===== src/rtl/seq_pkg.sv =====
// Shared definitions for the vector execution sequencer: opcodes, FSM state
// encoding and small opcode classification helpers.
package seq_pkg;

    localparam int ELEMS_DEF = 16;

    localparam logic [3:0] OP_VADD = 4'b0000;
    localparam logic [3:0] OP_VDOT = 4'b0001;
    localparam logic [3:0] OP_SMUL = 4'b0010;
    localparam logic [3:0] OP_SST  = 4'b0011;
    localparam logic [3:0] OP_VLD  = 4'b0100;
    localparam logic [3:0] OP_VST  = 4'b0101;
    localparam logic [3:0] OP_SLL  = 4'b0110;
    localparam logic [3:0] OP_SLH  = 4'b0111;
    localparam logic [3:0] OP_J    = 4'b1000;
    localparam logic [3:0] OP_NOP  = 4'b1111;

    typedef enum logic [1:0] {
        ST_IDLE = 2'd0,
        ST_RUN  = 2'd1,
        ST_WB   = 2'd2
    } state_t;

    // Opcodes that touch the data-memory port.
    function automatic logic op_is_mem(input logic [3:0] op);
        return (op == OP_VLD) || (op == OP_VST) || (op == OP_SST);
    endfunction

    // J, NOP and the undefined range 1001..1110 all have the top bit set and
    // skip the RUN phase entirely.
    function automatic logic op_skips_run(input logic [3:0] op);
        return op[3];
    endfunction

    // Opcodes whose completion never writes a register back.
    function automatic logic op_no_wb(input logic [3:0] op);
        return (op == OP_VST) || (op == OP_SST) || (op == OP_J) || (op == OP_NOP);
    endfunction

endpackage


===== src/rtl/seq_addr_gen.sv =====
// Data-memory address generator: base + zero-extended offset + element index,
// wrapping modulo 2^AW.
module seq_addr_gen #(
    parameter int AW = 16
) (
    input  logic [AW-1:0] base,
    input  logic [5:0]    offset,
    input  logic [3:0]    idx,
    output logic [AW-1:0] addr
);

    // Plain AW-bit add; the carry out is dropped so the address wraps.
    always_comb begin
        addr = base + {{(AW-6){1'b0}}, offset} + {{(AW-4){1'b0}}, idx};
    end

endmodule


===== src/rtl/vec_exec_sequencer.sv =====
// Multi-cycle sequencer for one decoded instruction: latches the decoded
// fields, walks the element counter, issues memory requests with ready-stall
// and emits a single write-back/done pulse at completion.
//
//   state   | meaning
//   --------+----------------------------------------------------------
//   IDLE    | waiting for instr_valid; fetch free to present
//   RUN     | stepping cnt 0..cycle_count (element / drain cycles)
//   WB      | one-cycle completion: done and write-back enables
module vec_exec_sequencer
    import seq_pkg::*;
#(
    parameter int ELEMS = ELEMS_DEF,
    parameter int AW    = 16
) (
    input  logic          clk,
    input  logic          rst,
    input  logic          instr_valid,
    input  logic [3:0]    functype,
    input  logic [4:0]    cycle_count,
    input  logic          v_en_in,
    input  logic          s_en_in,
    input  logic [2:0]    dst_addr_in,
    input  logic [5:0]    offset_in,
    input  logic [AW-1:0] base_in,
    input  logic          mem_ready,
    output logic          busy,
    output logic          elem_valid,
    output logic [3:0]    elem_idx,
    output logic          mem_req,
    output logic          mem_we,
    output logic [AW-1:0] mem_addr,
    output logic          wb_v_en,
    output logic          wb_s_en,
    output logic [2:0]    wb_addr,
    output logic          done
);

    localparam logic [5:0] ELEMS_W = 6'(ELEMS);

    state_t          state;
    logic [4:0]      cnt;
    logic [3:0]      op_q;
    logic [4:0]      cc_q;
    logic            v_en_q;
    logic            s_en_q;
    logic [2:0]      dst_q;
    logic [5:0]      off_q;
    logic [AW-1:0]   base_q;

    logic            in_run;
    logic            elem_cyc;
    logic            req_cyc;
    logic            advance;
    logic            last_step;
    logic [3:0]      idx_cur;
    logic [AW-1:0]   gen_addr;

    // Per-cycle decode of the RUN step: element vs drain cycle and whether
    // the counter may advance this cycle.
    always_comb begin
        in_run    = (state == ST_RUN);
        elem_cyc  = in_run && ({1'b0, cnt} < ELEMS_W);
        req_cyc   = elem_cyc && op_is_mem(op_q);
        advance   = !req_cyc || mem_ready;
        last_step = (cnt == cc_q);
        idx_cur   = elem_cyc ? cnt[3:0] : 4'd0;
    end

    seq_addr_gen #(
        .AW (AW)
    ) u_addr_gen (
        .base   (base_q),
        .offset (off_q),
        .idx    (idx_cur),
        .addr   (gen_addr)
    );

    // Sequencer FSM: accept in IDLE, step cnt in RUN, single-cycle WB.
    always_ff @(posedge clk or posedge rst) begin
        if (rst) begin
            state  <= ST_IDLE;
            cnt    <= '0;
            op_q   <= '0;
            cc_q   <= '0;
            v_en_q <= 1'b0;
            s_en_q <= 1'b0;
            dst_q  <= '0;
            off_q  <= '0;
            base_q <= '0;
        end else begin
            case (state)
                ST_IDLE: begin
                    if (instr_valid) begin
                        op_q   <= functype;
                        cc_q   <= cycle_count;
                        v_en_q <= v_en_in;
                        s_en_q <= s_en_in;
                        dst_q  <= dst_addr_in;
                        off_q  <= offset_in;
                        base_q <= base_in;
                        cnt    <= '0;
                        state  <= op_skips_run(functype) ? ST_WB : ST_RUN;
                    end
                end
                ST_RUN: begin
                    if (advance) begin
                        if (last_step) begin
                            state <= ST_WB;
                        end else begin
                            cnt <= cnt + 5'd1;
                        end
                    end
                end
                ST_WB: begin
                    cnt   <= '0;
                    state <= ST_IDLE;
                end
                default: begin
                    state <= ST_IDLE;
                end
            endcase
        end
    end

    // Output decode from registered state and latched fields; everything is
    // zero outside the cycles where a value is meaningful.
    always_comb begin
        busy       = (state != ST_IDLE);
        elem_valid = elem_cyc;
        elem_idx   = idx_cur;
        mem_req    = req_cyc;
        mem_we     = req_cyc && (op_q != OP_VLD);
        mem_addr   = req_cyc ? gen_addr : '0;
        done       = (state == ST_WB);
        wb_v_en    = done && v_en_q && !op_no_wb(op_q);
        wb_s_en    = done && s_en_q && !op_no_wb(op_q);
        wb_addr    = (done && !op_no_wb(op_q)) ? dst_q : 3'd0;
    end

endmodule


===== config.mk =====
export PLATFORM = sky130hd
export DESIGN_NAME = vec_exec_sequencer
export DESIGN_NICKNAME = d
export VERILOG_FILES = /design/src/rtl/seq_pkg.sv /design/src/rtl/seq_addr_gen.sv /design/src/rtl/vec_exec_sequencer.sv
export SDC_FILE = /design/constraint.sdc
export NUM_CORES = 1
export LEC_CHECK = 0
export CAP_MARGIN = 25
export CELL_PAD_IN_SITES_DETAIL_PLACEMENT = 1
export CELL_PAD_IN_SITES_GLOBAL_PLACEMENT = 2
export CORE_MARGIN = 4
export CORE_UTILIZATION = 30
export CTS_CLUSTER_SIZE = 40
export DETAILED_ROUTE_END_ITERATION = 10
export PLACE_DENSITY = 0.88
export REMOVE_ABC_BUFFERS = 1
export SYNTH_ARGS = -nofsm -noshare
export SYNTH_HDL_FRONTEND = slang
export SYNTH_SLANG_ARGS = --single-unit

===== constraint.sdc =====
create_clock -name clk -period 4.4 [get_ports clk]
set_input_delay 0.44 -clock clk [delete_from_list [all_inputs] [get_ports clk]]
set_output_delay 0.44 -clock clk [all_outputs]
set_load 0.05 [all_outputs]

Word-level counts from Yosys, hierarchy flattened

Index checks and enable logic that the tools add are counted.
Widths: inputs -> output; s select.

Logic and storage cells: 60
Bits in registers: 43
Output and inout bits: 30
Input bits: 40

Mux-type cells: 12
Reductions and logical operators: 22
Magnitude comparators: 1
Equal/unequal tests: 13
Add/sub/neg operators: 3

Operators with widths:

| kind                | number |
|---|---|
| $add 16x4->16       | 1 |
| $add 16x6->16       | 1 |
| $mux 16             | 1 |
| $mux 5              | 3 |
| $pmux 5 s3          | 1 |
| $eq 4x3->1 const B  | 2 |
| $eq 4x4->1 const B  | 2 |
| $logic_and 1x1->1   | 8 |
| $mux 2              | 4 |
| $logic_or 1x1->1    | 6 |
| $add 5x1->5 const B | 1 |
| $eq 5x5->1          | 1 |
| $lt 5x5->1 const B  | 1 |
| $eq 4x2->1 const B  | 1 |
| $mux 4              | 1 |
| $ne 2x1->1 const B  | 2 |
| $ne 2x2->1 const B  | 2 |
| $ne 4x3->1 const B  | 1 |
| $pmux 2 s2          | 1 |
| $reduce_and 4->1    | 1 |
| $mux 3              | 1 |
| $reduce_and 3->1    | 1 |
| $reduce_bool 3->1   | 1 |
| $eq 2x1->1 const B  | 1 |
| 5 further kinds     | 6 |

Longest topological paths before layout

Depth in word-level cells: 8
Depth in mapped cells: 10
Mapped depth without buffers: 10

Cells and area by module

A second synthesis with hierarchy kept.

Cells, all modules: 241
Area total of the unflattened synthesis: 2,657.5 µm²

By module, submodules not included:

| module             | cells each | area each (µm²) | times used | sequential area each (µm²) |
|---|---|---|---|---|
| vec_exec_sequencer | 173        | 2,094.5         | 1          | 1,076.0 |
| seq_addr_gen       | 68         | 563.0           | 1          | 0.0 |

Worst setup path before layout

OpenSTA, ideal clock, no wires.

Path kind: register -> output
From: register cnt[4]
To: output mem_addr[15]
Buffers on the path: 0
Required time: 3,960 ps
Path slack: -377 ps
Arrival time: 4,337 ps
Cell stages (with the launch flop): 11
Cell sequence: dfrtp_1 -> nor3b_4 -> and2_1 -> fa_1 -> ha_1 -> fa_1 -> a211oi_1 -> o21bai_1 -> a21oi_1 -> o21ai_0 -> a21oi_1

Word-level cells in the longest chain between the ends: 5
Elaborated cells on any way between the ends: 6
Those cells by class: 1 x add/sub; 1 x order compare; 2 x mux; 2 x reduce/logical

RTL lines:

| item                     | line                      | text |
|---|---|---|
| start: declaration       | vec_exec_sequencer.sv:42  | `logic [4:0] cnt;` |
| start signal: assignment | vec_exec_sequencer.sv:111 | `cnt <= cnt + 5'd1;` |
| $lt 5x5->1               | vec_exec_sequencer.sv:63  | `elem_cyc = in_run && ({1'b0, cnt} < ELEMS_W);` |
| $logic_and 1x1->1        | vec_exec_sequencer.sv:63  |  |
| net elem_valid           | vec_exec_sequencer.sv:28  | `output logic elem_valid,` |
| $mux 4                   | vec_exec_sequencer.sv:67  | `idx_cur = elem_cyc ? cnt[3:0] : 4'd0;` |
| net elem_idx[1]          | vec_exec_sequencer.sv:29  | `output logic [3:0] elem_idx,` |
| $add 16x4->16            | seq_addr_gen.sv:14        | `addr = base + {{(AW-6){1'b0}}, offset} + {{(AW-4){1'b0}}, idx};` |
| $mux 16                  | vec_exec_sequencer.sv:134 | `mem_addr = req_cyc ? gen_addr : '0;` |
| end: declaration         | vec_exec_sequencer.sv:32  | `output logic [AW-1:0] mem_addr,` |

The timed path passes the listed nets, and every way through them passes these cells.

Final worst setup path

From: register state[1]
To: output mem_addr[4]

Word-level cells in the longest chain between the ends: 5
Elaborated cells on any way between the ends: 6
Those cells by class: 1 x add/sub; 1 x eq/ne; 2 x mux; 2 x reduce/logical

RTL lines:

| item                     | line                      | text |
|---|---|---|
| start: declaration       | vec_exec_sequencer.sv:41  | `state_t state;` |
| start signal: assignment | vec_exec_sequencer.sv:103 | `state <= op_skips_run(functype) ? ST_WB : ST_RUN;` |
| $eq 2x1->1 *             | vec_exec_sequencer.sv:62  | `in_run = (state == ST_RUN);` |
| $logic_and 1x1->1 *      | vec_exec_sequencer.sv:63  |  |
| $mux 4                   | vec_exec_sequencer.sv:67  |  |
| $add 16x4->16            | seq_addr_gen.sv:14        |  |
| $mux 16 *                | vec_exec_sequencer.sv:134 |  |

Every way passes the cells marked *; elsewhere a longest branch is shown, timed or not.

==> flow_metrics.env <==
export IMPL_crit_type="reg -> out"
export IMPL_final_cells=407
export IMPL_dr_total_vias=2005
export IMPL_cap_viol_max_count=0
export IMPL_globalplace_congestion=0.806
export IMPL_drtAntennaViolNets=0
export IMPL_cts_root_buf="clkbuf_8"
export IMPL_setup_tns_ns=0
export IMPL_cellPowerDensity_nw_per_um2=770
export IMPL_finalWirelength_mm=6.50
export IMPL_n_antenna_cell=0
export IMPL_fp_dieW_um=101
export IMPL_cp_start_kind="register"
export IMPL_dp_cells=397
export IMPL_vias_per_cell=4.93
export IMPL_grt_pass1_vias=2112
export IMPL_crit_fanout=11
export IMPL_drtIter0Drc=62
export IMPL_coreArea_um2=8300
export IMPL_drive_above_1_share=0.132
export IMPL_power_frac_comb=0.616
export IMPL_cts_tree="built"
export IMPL_grt_overflow=0
export IMPL_finalCritPeriodShare=0.930
export IMPL_swShare=0.476
export IMPL_holdBufCountCts=0
export IMPL_final_max_slew_viol_count=0
export IMPL_yosysWarnings=0
export IMPL_finalPower_uw=2720
export IMPL_grt_use_total=0.134
export IMPL_ys_flop_type="dfrtp_1"
export IMPL_ys_seq_area_frac=0.417
export IMPL_clk_latency_ns=0.30
export IMPL_worst_clock_skew_ns=0.00845
export IMPL_tightest_slew_ns=0.673
export IMPL_cts_buffer_depth=2
export IMPL_numPortBuffers=69
export IMPL_path_buf_inv=2
export IMPL_grt_max_degree=44
export IMPL_pin_count=70
export IMPL_irDropWorstVdd_uv=250
export IMPL_pwr_share_clk=0.102
export IMPL_async_flop_share=1.00
export IMPL_setup_violations=0
export IMPL_final_hold_violation_count=0
export IMPL_r2r_setup_slack_ns=2.43
export IMPL_dp_final_hpwl_mm=4.88
export IMPL_hold_class="in -> async"
export IMPL_crit_arrival_ns=3.65
export IMPL_drt_wirelength_per_cell_um=16.0
export IMPL_cp_cell_sequence="nor3b_4, buf_4, and2_1, fa_1, ha_1, a21o_1, a21oi_1, xor2_1, nor2_1, clkdlybuf4s50_1"
export IMPL_syn_area_per_cell_um2=11.2
export IMPL_clkTransAtPathRegs_ns=0.09
export IMPL_intPower_uw=1430
export IMPL_max_slew_margin=0.544
export IMPL_syn_to_final_growth_pct=37.1
export IMPL_drc=0
export IMPL_p_seq_frac=0.283
export IMPL_cts_max_level=2
export IMPL_worstPathRequired_ns=3.96
export IMPL_synth_area_leaders="dfrtp_1, mux2_1, xor2_1, ha_1, fa_1"
export IMPL_ys_ff_latch=43
export IMPL_netSwitchingPower_uw=1300
export IMPL_synth_edff_count=0
export IMPL_period_needed_ns=4.09
export IMPL_fin_nets=355
export IMPL_synth_cells=231
export IMPL_dr_pass1_iters=4
export IMPL_cp_end_kind="output pin"
export IMPL_fmax_ghz=0.244
export IMPL_final_common_cell="clkdlybuf4s50_1"
export IMPL_cts_made_buffers=5
export IMPL_status="finished, final reports clean"
export IMPL_synth_top_cell_area_share=0.417
export IMPL_num_rows=33
export IMPL_critPathMaxStageDelay_ns=0.84
export IMPL_die_area_um2=10100
export IMPL_crit_family="buffers and inverters"
export IMPL_layout_common_cells="clkdlybuf4s50_1, dfrtp_1, mux2_1"
export IMPL_cellLeakagePower_uw=0.00150
export IMPL_critPathLaunch="state[1]"
export IMPL_antenna_found_initial=0
export IMPL_yosys_cell_types_count=47
export IMPL_cp_slowest_cell="clkdlybuf4s50_1"
export IMPL_die_height_um=101
export IMPL_yosys_area_top_type="dfrtp_1"
export IMPL_clkSinkCount=43
export IMPL_initial_core_util=0.311
export IMPL_grt_pass1_wl_mm=10.6
export IMPL_rsz0062_at_grt="no"
export IMPL_rr_startpoint="state[1]"
export IMPL_synth_area_um2=2580
## worst register-to-register path, delay by kind of cell (launching register included)
kind	cells	cell delay (ns)
AO/OA/AOI/OAI	2	0.50
buffers and inverters	1	0.17
AND/OR/NAND/NOR	3	0.69
flip-flops	1	0.51
## registers in the layout (all words and copies together), names as in the netlist
signal / cells
op_q: 4
base_q: 16
dst_q: 3
cc_q: 5
state: 2
s_en_q: 1
off_q: 6
v_en_q: 1
cnt: 5
## Yosys cell counts (all sizes together) (2+ instances only)
library cell and number:
nor4 3, mux2 35, nand4 4, a211oi 3
a21o 2, buf 3, or3 2, dfrtp 43
a21oi 5, xnor2 2, nor3 4, nand2 3
inv 5, fa 5, nor3b 2, and2 13
nor2b 5, nand2b 2, nor2 21, ha 9
clkbuf 5, nand3 10, and3 6, a221o 3
xor2 14, o21ai 8, or2 2
## final timing paths
| path | to | depth (start not counted) |
|---|---|---|
| worst max-delay path | mem_addr[4] | 10 |
| max in group asynchronous | state[0] | 3 |
| worst max register to register | cnt[2] | 6 |
| worst min register to register | dst_q[0] | 1 |
| min in group clk | dst_q[0] | 1 |
| worst min-delay path | base_q[9] | 2 |
## layer usage
layer	share of wire	track usage	up-vias	wire length, um
met1	0.47	0.182	987	3080
met3	0.063	0.0318	6	409
met5	0	0	-	0
li1	-	-	964	-
met2	0.45	0.212	48	2940
met4	0.012	0.0404	0	80
## area by class of cell
| class | instances | area (um2) |
|---|---|---|
| multi-input combinational | 175 | 1450 |
| tap | 105 | 131 |
| clock buffer | 6 | 82.6 |
| timing repair buffer | 71 | 758 |
| sequential | 43 | 1080 |
| fill | 919 | 4760 |
| inverter | 5 | 18.8 |
| clock inverter | 2 | 16.3 |
## what timing repair did
item,4_1_cts,5_1_grt
resized for setup,1,3
setup buffers,0,1
endpoints found under the setup margin,1,5
pin swaps,0,1
## per-stage QoR
stage | setup WS (ns) | hold WS, ns | util | area, um2
after CTS | 0.0522 | 0.493 | 0.421 | 3500
after global routing | 0.0586 | 0.306 | 0.426 | 3540
after global placement | 0.512 | 0.458 | 0.409 | 3400
final | 0.308 | 0.309 | 0.426 | 3540
after detailed placement | 0.331 | 0.471 | 0.409 | 3400
after floorplan | -0.456 | 0.449 | - | 2540
## power by group through the flow
stage | Sequential (uW) | Combinational, uW | Clock [uW]
global placement | 769 | 1620 | 0
detailed placement | 781 | 1650 | 0
finish | 769 | 1680 | 276
CTS | 774 | 1670 | 289
floorplan | 721 | 1210 | 0
global route | 808 | 1860 | 304
## cells by family (layout without fill, tap and decap cells)
group	Yosys count	count (layout)	share of synthesized area
flip-flops	43	43	0.417
AO/OA/AOI/OAI	29	29	0.0835
AND/OR/NAND/NOR	81	81	0.186
XOR/XNOR	16	16	0.0543
adder cells (fa/ha/maj)	14	14	0.0825
multiplexers	35	35	0.153
buffers and inverters	13	84	0.0233
No activity file was read; power rests on OpenSTA's default activity.
